===== config.mk =====
export PLATFORM = sky130hd
export DESIGN_NAME = crc16_frame_ctrl
export DESIGN_NICKNAME = d
export VERILOG_FILES = /design/src/rtl/crc16_frame_ctrl.sv
export SDC_FILE = /design/constraint.sdc
export NUM_CORES = 1
export LEC_CHECK = 0
export CORE_ASPECT_RATIO = 1.5
export CORE_MARGIN = 1
export CORE_UTILIZATION = 25
export DETAILED_ROUTE_END_ITERATION = 12
export PLACE_DENSITY = 0.55
export SYNTH_ARGS = -nofsm -noshare
export SYNTH_HDL_FRONTEND = slang
export SYNTH_SLANG_ARGS = --single-unit

===== constraint.sdc =====
create_clock -name clk -period 2.6 [get_ports clk]
set_input_delay 0.26 -clock clk [delete_from_list [all_inputs] [get_ports clk]]
set_output_delay 0.26 -clock clk [all_outputs]
set_load 0.005 [all_outputs]

===== src/rtl/crc16_frame_ctrl.sv =====
// Frame sequencer around a bit-serial Modbus CRC-16 engine: TX appends the CRC low byte first, RX checks the residual.
// Optional build macro CRC16_ERR_CNT_EN adds a saturating error-frame counter (err_cnt, err_cnt_clr).
module crc16_frame_ctrl #(
  parameter int MAX_LEN = 256,
  parameter int LEN_W   = 9
) (
  input  logic        clk,
  input  logic        rst_n,
  input  logic        tx_mode,
  input  logic        s_valid,
  output logic        s_ready,
  input  logic [7:0]  s_data,
  input  logic        s_last,
  output logic        m_valid,
  input  logic        m_ready,
  output logic [7:0]  m_data,
  output logic        m_last,
  output logic        crc_rst_n,
  output logic        crc_en,
  output logic [7:0]  crc_data,
  input  logic [15:0] crc_reg,
  input  logic        crc_ready,
  output logic        frame_done,
  output logic        crc_ok,
  output logic        crc_err,
  output logic [15:0] crc_value
`ifdef CRC16_ERR_CNT_EN
  ,
  input  logic        err_cnt_clr,
  output logic [15:0] err_cnt
`endif
);

  localparam logic [LEN_W-1:0] LP_MAX = LEN_W'(MAX_LEN);

  typedef enum logic [3:0] {
    S_IDLE, S_INIT, S_GET, S_FEED, S_XFER, S_APP_LO, S_APP_HI, S_CHECK, S_DONE, S_DROP
  } state_t;

  state_t           r_state;
  state_t           w_next;
  logic [LEN_W-1:0] r_cnt;
  logic [LEN_W-1:0] w_cnt_inc;
  logic             r_tx;
  logic             r_hold_last;
  logic [7:0]       r_hold;
  logic             r_mdone;
  logic             r_seen;
  logic             r_over;
  logic             r_ok;
  logic             r_err;
  logic [15:0]      r_crc_value;
  logic             w_s_hs;
  logic             w_m_hs;
  logic             w_rx_good;

  assign w_cnt_inc = r_cnt + LEN_W'(1);
  assign w_s_hs    = s_valid && s_ready;
  assign w_m_hs    = m_valid && m_ready;
  assign w_rx_good = (r_cnt >= LEN_W'(3)) && (crc_reg == 16'h0000);
  assign crc_value = r_crc_value;

  always_ff @(posedge clk or negedge rst_n) begin
    if (!rst_n) begin
      r_state <= S_IDLE;
    end else begin
      r_state <= w_next;
    end
  end

  always_comb begin
    w_next     = r_state;
    s_ready    = 1'b0;
    m_valid    = 1'b0;
    m_data     = 8'h00;
    m_last     = 1'b0;
    crc_rst_n  = 1'b1;
    crc_en     = 1'b0;
    crc_data   = 8'h00;
    frame_done = 1'b0;
    crc_ok     = 1'b0;
    crc_err    = 1'b0;
    case (r_state)
      S_IDLE: if (s_valid) w_next = S_INIT;
      S_INIT: begin
        crc_rst_n = 1'b0;
        w_next    = S_GET;
      end
      S_GET: begin
        s_ready = 1'b1;
        if (s_valid) w_next = S_FEED;
      end
      S_FEED: begin
        crc_en   = 1'b1;
        crc_data = r_hold;
        w_next   = S_XFER;
      end
      // Byte accepted downstream and engine done, in either order; ready is stale on the first cycle.
      S_XFER: begin
        m_valid = !r_mdone;
        m_data  = r_hold;
        m_last  = r_hold_last && !r_tx;
        if ((r_mdone || m_ready) && r_seen && crc_ready) begin
          if (r_over)           w_next = S_DROP;
          else if (!r_hold_last) w_next = S_GET;
          else if (r_tx)        w_next = S_APP_LO;
          else                  w_next = S_CHECK;
        end
      end
      S_APP_LO: begin
        m_valid = 1'b1;
        m_data  = crc_reg[7:0];
        if (m_ready) w_next = S_APP_HI;
      end
      S_APP_HI: begin
        m_valid = 1'b1;
        m_data  = crc_reg[15:8];
        m_last  = 1'b1;
        if (m_ready) w_next = S_DONE;
      end
      S_CHECK: w_next = S_DONE;
      S_DONE: begin
        frame_done = 1'b1;
        crc_ok     = r_ok;
        crc_err    = r_err;
        w_next     = S_IDLE;
      end
      S_DROP: begin
        s_ready = 1'b1;
        if (s_valid && s_last) w_next = S_DONE;
      end
      default: w_next = S_IDLE;
    endcase
  end

  always_ff @(posedge clk or negedge rst_n) begin
    if (!rst_n) begin
      r_tx        <= 1'b0;
      r_cnt       <= '0;
      r_hold_last <= 1'b0;
      r_mdone     <= 1'b0;
      r_seen      <= 1'b0;
      r_over      <= 1'b0;
      r_ok        <= 1'b0;
      r_err       <= 1'b0;
      r_crc_value <= 16'h0000;
    end else begin
      case (r_state)
        S_IDLE: if (s_valid) r_tx <= tx_mode;
        S_INIT: begin
          r_cnt  <= '0;
          r_over <= 1'b0;
          r_ok   <= 1'b0;
          r_err  <= 1'b0;
        end
        S_GET: if (w_s_hs) begin
          r_hold_last <= s_last;
          r_cnt       <= w_cnt_inc;
          if ((w_cnt_inc == LP_MAX) && !s_last) r_over <= 1'b1;
        end
        S_FEED: begin
          r_mdone <= 1'b0;
          r_seen  <= 1'b0;
        end
        S_XFER: begin
          r_seen <= 1'b1;
          if (w_m_hs) r_mdone <= 1'b1;
        end
        S_CHECK: begin
          r_ok  <= w_rx_good;
          r_err <= !w_rx_good;
        end
        S_DROP: if (w_s_hs && s_last) r_err <= 1'b1;
        S_DONE: r_crc_value <= crc_reg;
        default: ;
      endcase
    end
  end

  always_ff @(posedge clk) begin
    if ((r_state == S_GET) && w_s_hs) r_hold <= s_data;
  end

`ifdef CRC16_ERR_CNT_EN
  logic [15:0] r_err_cnt;

  always_ff @(posedge clk or negedge rst_n) begin
    if (!rst_n) begin
      r_err_cnt <= 16'h0000;
    end else if (err_cnt_clr) begin
      r_err_cnt <= 16'h0000;
    end else if ((r_state == S_DONE) && r_err && (r_err_cnt != 16'hFFFF)) begin
      r_err_cnt <= r_err_cnt + 16'd1;
    end
  end

  assign err_cnt = r_err_cnt;
`endif

endmodule

# Word-level counts from Yosys, hierarchy flattened
# Cells that the tools add are included.
dict set report totals {
  reg_bits 44
  input_bits 31
  output_inout_bits 40
  word_cells 94
}
dict set report classes {
  add_sub_neg 1
  n_lt_le_gt_ge 1
  n_eq_ne 20
  mux 31
  reduce_logical 30
}
# cell n
set op_table {}
lappend op_table {{4-bit one-hot mux with 9 select lines} 1}
lappend op_table {{4-bit 2-to-1 mux} 7}
lappend op_table {{8-bit one-hot mux with 3 select lines} 1}
lappend op_table {{2-bit inequality test, second input constant} 10}
lappend op_table {{9-bit one-hot mux with 2 select lines} 1}
lappend op_table {{4-bit by 3-bit == test with 1-bit output, second input constant} 4}
lappend op_table {{16-bit logical NOT} 1}
lappend op_table {{1-bit one-hot mux with 2 select lines} 6}
lappend op_table {{1-bit logical AND} 10}
lappend op_table {{1-bit 2-to-1 mux} 10}
lappend op_table {{2-bit AND reduction} 5}
lappend op_table {{9-bit by 1-bit adder with 9-bit output, second input constant} 1}
lappend op_table {{9-bit == test, second input constant} 1}
lappend op_table {{9-bit by 2-bit greater-or-equal comparator with 1-bit output, second input constant} 1}
lappend op_table {{9-bit 2-to-1 mux} 1}
lappend op_table {{4-bit by 2-bit == test with 1-bit output, second input constant} 2}
lappend op_table {{4-bit == test, second input constant} 2}
lappend op_table {{8-bit 2-to-1 mux} 1}
lappend op_table {{6-bit AND reduction} 1}
lappend op_table {{2-bit nonzero test} 3}
lappend op_table {{4-bit by 1-bit == test with 1-bit output, second input constant} 1}
lappend op_table {{1-bit logical NOT} 4}
lappend op_table {{4-bit logical NOT} 1}
lappend op_table {{2-bit OR reduction} 2}
lappend op_table {{other kinds (6)} 6}

# Logic depth before layout (Yosys ltp)
dict set report logic_depth {
  depth_word 7
  ltp_mapped 7
  depth_no_buf 6
}

# Worst setup path after synthesis
# OpenSTA, ideal clock, no wires.
dict set report synth_path {
  path_type {register -> register}
  startpoint {reg r_state[1]}
  endpoint {reg r_crc_value[10], in the netlist crc_value[10]}
  setup_time_ps 125
  arrival_ps 1674
  required_time_ps 2475
  setup_slack_ps 801
  stages_incl_launch_ff 5
  n_path_buf 2
  synth_period_minus_slack_ps 1799
  path_cell_list {dfrtp_1 -> clkbuf_1 -> nor3_2 -> buf_4 -> mux2_2}
}
dict set report synth_via {
  elab_chain_cells 1
}
# item line
set synth_lines {}
lappend synth_lines {{start: declaration} 40} ;# state_t r_state;
lappend synth_lines {{start signal: assignment} 67} ;# r_state <= w_next;
lappend synth_lines {{4-bit == test} 148} ;# case (r_state)
lappend synth_lines {{end signal: assignment} 174} ;# S_DONE: r_crc_value <= crc_reg;
lappend synth_lines {{end: declaration} 52} ;# logic [15:0] r_crc_value;
# Every way passes these cells.
# A chain may end at the register's enable or synchronous reset.

# Worst setup path after layout
dict set report layout_path {
  startpoint {reg r_state[3]}
  endpoint {out frame_done}
}
dict set report layout_via {
  elab_chain_cells 2
}
# item line
set layout_lines {}
lappend layout_lines {{4-bit == test} 83} ;# case (r_state)
lappend layout_lines {{1-bit 2-to-1 mux} 83}
lappend layout_lines {{end: declaration} 23} ;# output logic frame_done,
# Every way passes these cells.

==> PnR_summary.wiki <==
{| class="wikitable"
! Metric !! Value
|-
| Height of the die || 122 µm
|-
| Core Footprint || 0.00925 mm²
|-
| Vias in the first global route || 2035
|-
| Yosys warning total || 0
|-
| Compound-cell area share of the yosys netlist || 13.3%
|-
| Total vias in the final route || 2141
|-
| Maximum cell stage delay along the critical path || 640 ps
|-
| Synth Instances || 250
|-
| Synthesized net count || 282
|-
| TritonCTS Sinks || 44
|-
| # diodes || 0
|-
| Initial core utilization || 25.7%
|-
| Mux contribution to synthesized area || 12.3%
|-
| Library cell contributing the largest single delay on the critical path || sky130_fd_sc_hd__dfrtp_1
|-
| Xor-xnor portion of the synthesized cell area || 0.736%
|-
| Via-per-instance ratio || 4.91
|-
| Final net count || 355
|-
| Count of unresolved DRC violations after routing || 0
|-
| Syn avg cell area || 9.52 µm²
|-
| Total setup violations reported at the end of the flow || 0
|-
| Post-CTS Resized || 0
|-
| Skew-Pair Late Insertion Delay || 290 ps
|-
| Remaining Overflow, GRT || 0
|-
| Final Routed Wirelength || 6.71 mm
|-
| Area added between synthesis and finish || 43.3%
|-
| Simple-gate share of the synthesized area || 21.9%
|-
| Buffer depth of the longest clock path || 2
|-
| Prevailing post-synth register cell || sky130_fd_sc_hd__dfrtp_1
|-
| Worst setup path category || reg2out
|-
| Global-route wire length before repair || 10.5 mm
|-
| Area of the die || 0.00993 mm²
|-
| Areal power density over the cells || 1020 mW/mm²
|-
| Hold_buf cts || 0
|-
| Violation count after the first detailed-route iteration || 129
|-
| Rows || 43
|-
| CTS tree || yes
|-
| Fraction of final layout cells with drive strength greater than 1 || 12.7%
|-
| H-tree depth || 2
|-
| CTS Root Buffer Type || sky130_fd_sc_hd__clkbuf_16
|-
| Worst clock skew on the final layout || 4.65 ps
|-
| Achievable Freq || 416 MHz
|-
| Number of detailed-route iterations in the first pass || 5
|-
| Total I/O pin count || 71
|-
| Clock buffers created by TritonCTS || 5
|-
| Share of synthesized flip-flops with an asynchronous set or reset || 81.8%
|-
| Number of synthesized register bits || 44
|-
| RSZ-0062 raised after global routing || false
|-
| Share of the clock period used by the worst path || 92.5%
|-
| Drt wl/cell || 15.4 µm
|-
| Largest net degree at the start of global routing || 37
|-
| Class of the tightest hold or removal check || in2async
|-
| Largest fanout of any net on the critical path || 14
|-
| Global placement routability congestion || 0.813
|-
| Clk slew on worst S/H paths || 60 ps
|-
| # port buffers || 70
|-
| Buffer count from post-CTS setup fixing || 0
|-
| Post-synthesis share of cell area spent on full adders, half adders and majority gates || 0.525%
|-
| Count of flip-flops with a built-in enable after synthesis || 8
|-
| Final Max Tran Viols || 0
|-
| Critical path, cell by cell || nand2b_1 > nor3_2 > buf_4 > clkdlybuf4s50_1
|-
| Total negative slack for setup checks || 0 ps
|-
| Measured slew at the worst slew-check pin || 655 ps
|-
| Chip Width || 81.7 µm
|-
| Crit path time final || 2400 ps
|-
| Signal arrival time at the worst endpoint || 2140 ps
|-
| Critical Path End Type || output port
|-
| Max rail drop VDD || 387 µV
|-
| Leakage || 1.35 nW
|-
| Total routing resource utilization after global routing || 14.4%
|-
| Max-capacitance violation count || 0
|-
| Final core utilization || 36.9%
|-
| Rel. slew slack || 55.9%
|-
| Dpl hpwl || 5.12 mm
|-
| Buf+Inv Stages, Crit Path || 2
|-
| Required arrival time at the worst endpoint || 2340 ps
|-
| Cell type group with the largest total delay on the critical path || buffers and inverters
|-
| Largest family of logic cells by synthesized area || simple AND/OR/NAND/NOR gates
|-
| Sort of element at the start of the critical path || flip-flop
|-
| ANT nets after route || 0
|-
| Antenna violations before repair || 0
|-
| Area of all placed cells without fillers || 0.00341 mm²
|-
| Placement Cell Area || 0.00324 mm²
|-
| Number of distinct standard cells referenced by the synthesized netlist || 41
|-
| Sequential area share after synthesis || 47.9%
|-
| Endpoints failing hold || 0
|-
| Syn Std Cell Area || 0.00238 mm²
|-
| Outcome || completed
|}
==> power by group <==
| group | internal (mW) | switching (mW) |
|---|---|---|
| sequential | 0.931 | 0.197 |
| clock | 0.451 | 0.272 |
| combinational | 0.886 | 0.732 |
| total | 2.27 | 1.20 |
==> cells by family after synthesis <==
family / Yosys count
buffers and inverters: 19
DFF: 44
adders and majority gates: 1
and+or+nand+nor: 104
AOI/OAI and AO/OA: 53
muxes: 27
xor gates and xnor gates: 2
==> final cells by class <==
| cell class | count | area, µm² |
|---|---|---|
| Clock inverter | 3 | 42.5 |
| Fill cell | 953 | 5840 |
| Tap cell | 112 | 140 |
| Clock buffer | 5 | 125 |
| Inverter | 4 | 15.0 |
| Multi-Input combinational cell | 187 | 1160 |
| Timing Repair Buffer | 81 | 783 |
| Sequential cell | 44 | 1140 |
==> cells in the mapped netlist (2+ instances only) <==
master	n	area share [%]
sky130_fd_sc_hd__nor3_1	4	0.84
sky130_fd_sc_hd__nor2b_1	4	1.1
sky130_fd_sc_hd__a21oi_1	13	2.7
sky130_fd_sc_hd__buf_2	2	0.42
sky130_fd_sc_hd__o21ai_0	20	4.2
sky130_fd_sc_hd__o31ai_1	3	0.95
sky130_fd_sc_hd__and3_1	2	0.53
sky130_fd_sc_hd__nor4_1	7	1.8
sky130_fd_sc_hd__and2_1	12	3.2
sky130_fd_sc_hd__o41ai_1	2	0.74
sky130_fd_sc_hd__nand3b_1	2	0.63
sky130_fd_sc_hd__or4_1	2	0.63
sky130_fd_sc_hd__nand4_1	4	1.1
sky130_fd_sc_hd__nor2_1	29	4.6
sky130_fd_sc_hd__nand3_1	5	1.1
sky130_fd_sc_hd__nand2b_1	5	1.3
sky130_fd_sc_hd__or3_1	2	0.53
sky130_fd_sc_hd__clkbuf_1	11	1.7
sky130_fd_sc_hd__a31oi_1	6	1.6
sky130_fd_sc_hd__edfxtp_1	8	10
sky130_fd_sc_hd__inv_1	3	0.47
sky130_fd_sc_hd__dfrtp_1	36	38
sky130_fd_sc_hd__mux2_2	19	9.0
sky130_fd_sc_hd__mux2i_1	8	3.4
sky130_fd_sc_hd__a211oi_1	2	0.63
sky130_fd_sc_hd__nand2_1	24	3.8
==> registers in the layout, indices dropped and copies added (netlist names) <==
signal,flops
r_ok,1
r_over,1
r_tx,1
r_mdone,1
r_err,1
r_cnt,9
r_state,4
r_seen,1
r_hold,8
crc_value,16
r_hold_last,1
==> stage by stage <==
| step | hold WS [ps] | cells | power [mW] | setup slack [ps] |
|---|---|---|---|---|
| 6_report | 399 | 436 | 3.47 | 195 |
| 5_1_grt | 442 | 436 | 3.72 | 46.6 |
| 4_1_cts | 424 | 436 | 3.51 | 136 |
| 3_5_place_dp | 486 | 428 | 2.77 | 486 |
| 3_3_place_gp | 473 | 428 | 2.75 | 476 |
| 2_1_floorplan | -35.6 | 250 | 1.97 | 801 |
==> routing by layer <==
layer / global-route usage (%) / share of wire, % / vias to the layer above
met5: 0 / 0 / -
met4: 5.81 / 2.0 / 0
met3: 2.63 / 2.6 / 9
met2: 25.8 / 55 / 42
met1: 16.3 / 41 / 1049
li1: - / - / 1041
==> cell usage in the layout, fill, tap and decap left out, types with 2 or more instances in the layout <==
cell and n:
sky130_fd_sc_hd__clkdlybuf4s50_1 70, sky130_fd_sc_hd__dfrtp_1 36, sky130_fd_sc_hd__nor2_1 29, sky130_fd_sc_hd__nand2_1 24, sky130_fd_sc_hd__o21ai_0 20, sky130_fd_sc_hd__mux2_2 19
sky130_fd_sc_hd__a21oi_1 13, sky130_fd_sc_hd__and2_1 12, sky130_fd_sc_hd__buf_4 11, sky130_fd_sc_hd__mux2i_1 8, sky130_fd_sc_hd__edfxtp_1 8, sky130_fd_sc_hd__nor4_1 7
sky130_fd_sc_hd__a31oi_1 6, sky130_fd_sc_hd__nand2b_1 5, sky130_fd_sc_hd__nand3_1 5, sky130_fd_sc_hd__clkbuf_16 5, sky130_fd_sc_hd__nor3_1 4, sky130_fd_sc_hd__nand4_1 4
sky130_fd_sc_hd__nor2b_1 3, sky130_fd_sc_hd__inv_1 3, sky130_fd_sc_hd__o31ai_1 3, sky130_fd_sc_hd__nand3b_1 2, sky130_fd_sc_hd__or3_1 2, sky130_fd_sc_hd__and3_1 2
sky130_fd_sc_hd__or4_1 2, sky130_fd_sc_hd__a211oi_1 2, sky130_fd_sc_hd__o41ai_1 2
==> path summary, 6_finish.rpt <==
check / start / slack (ps) / cells after the start / end
setup / recovery: r_state[3] / 200 / 4 / frame_done
hold / removal: rst_n / 400 / 2 / crc_value[8]
setup reg to reg: r_state[1] / 480 / 6 / r_state[1]
hold reg to reg: r_ok / 490 / 1 / r_ok
max in group asynchronous: rst_n / 1850 / 2 / r_hold_last
min in group clk: r_ok / 490 / 1 / r_ok
No activity file was read; power rests on OpenSTA's default activity.
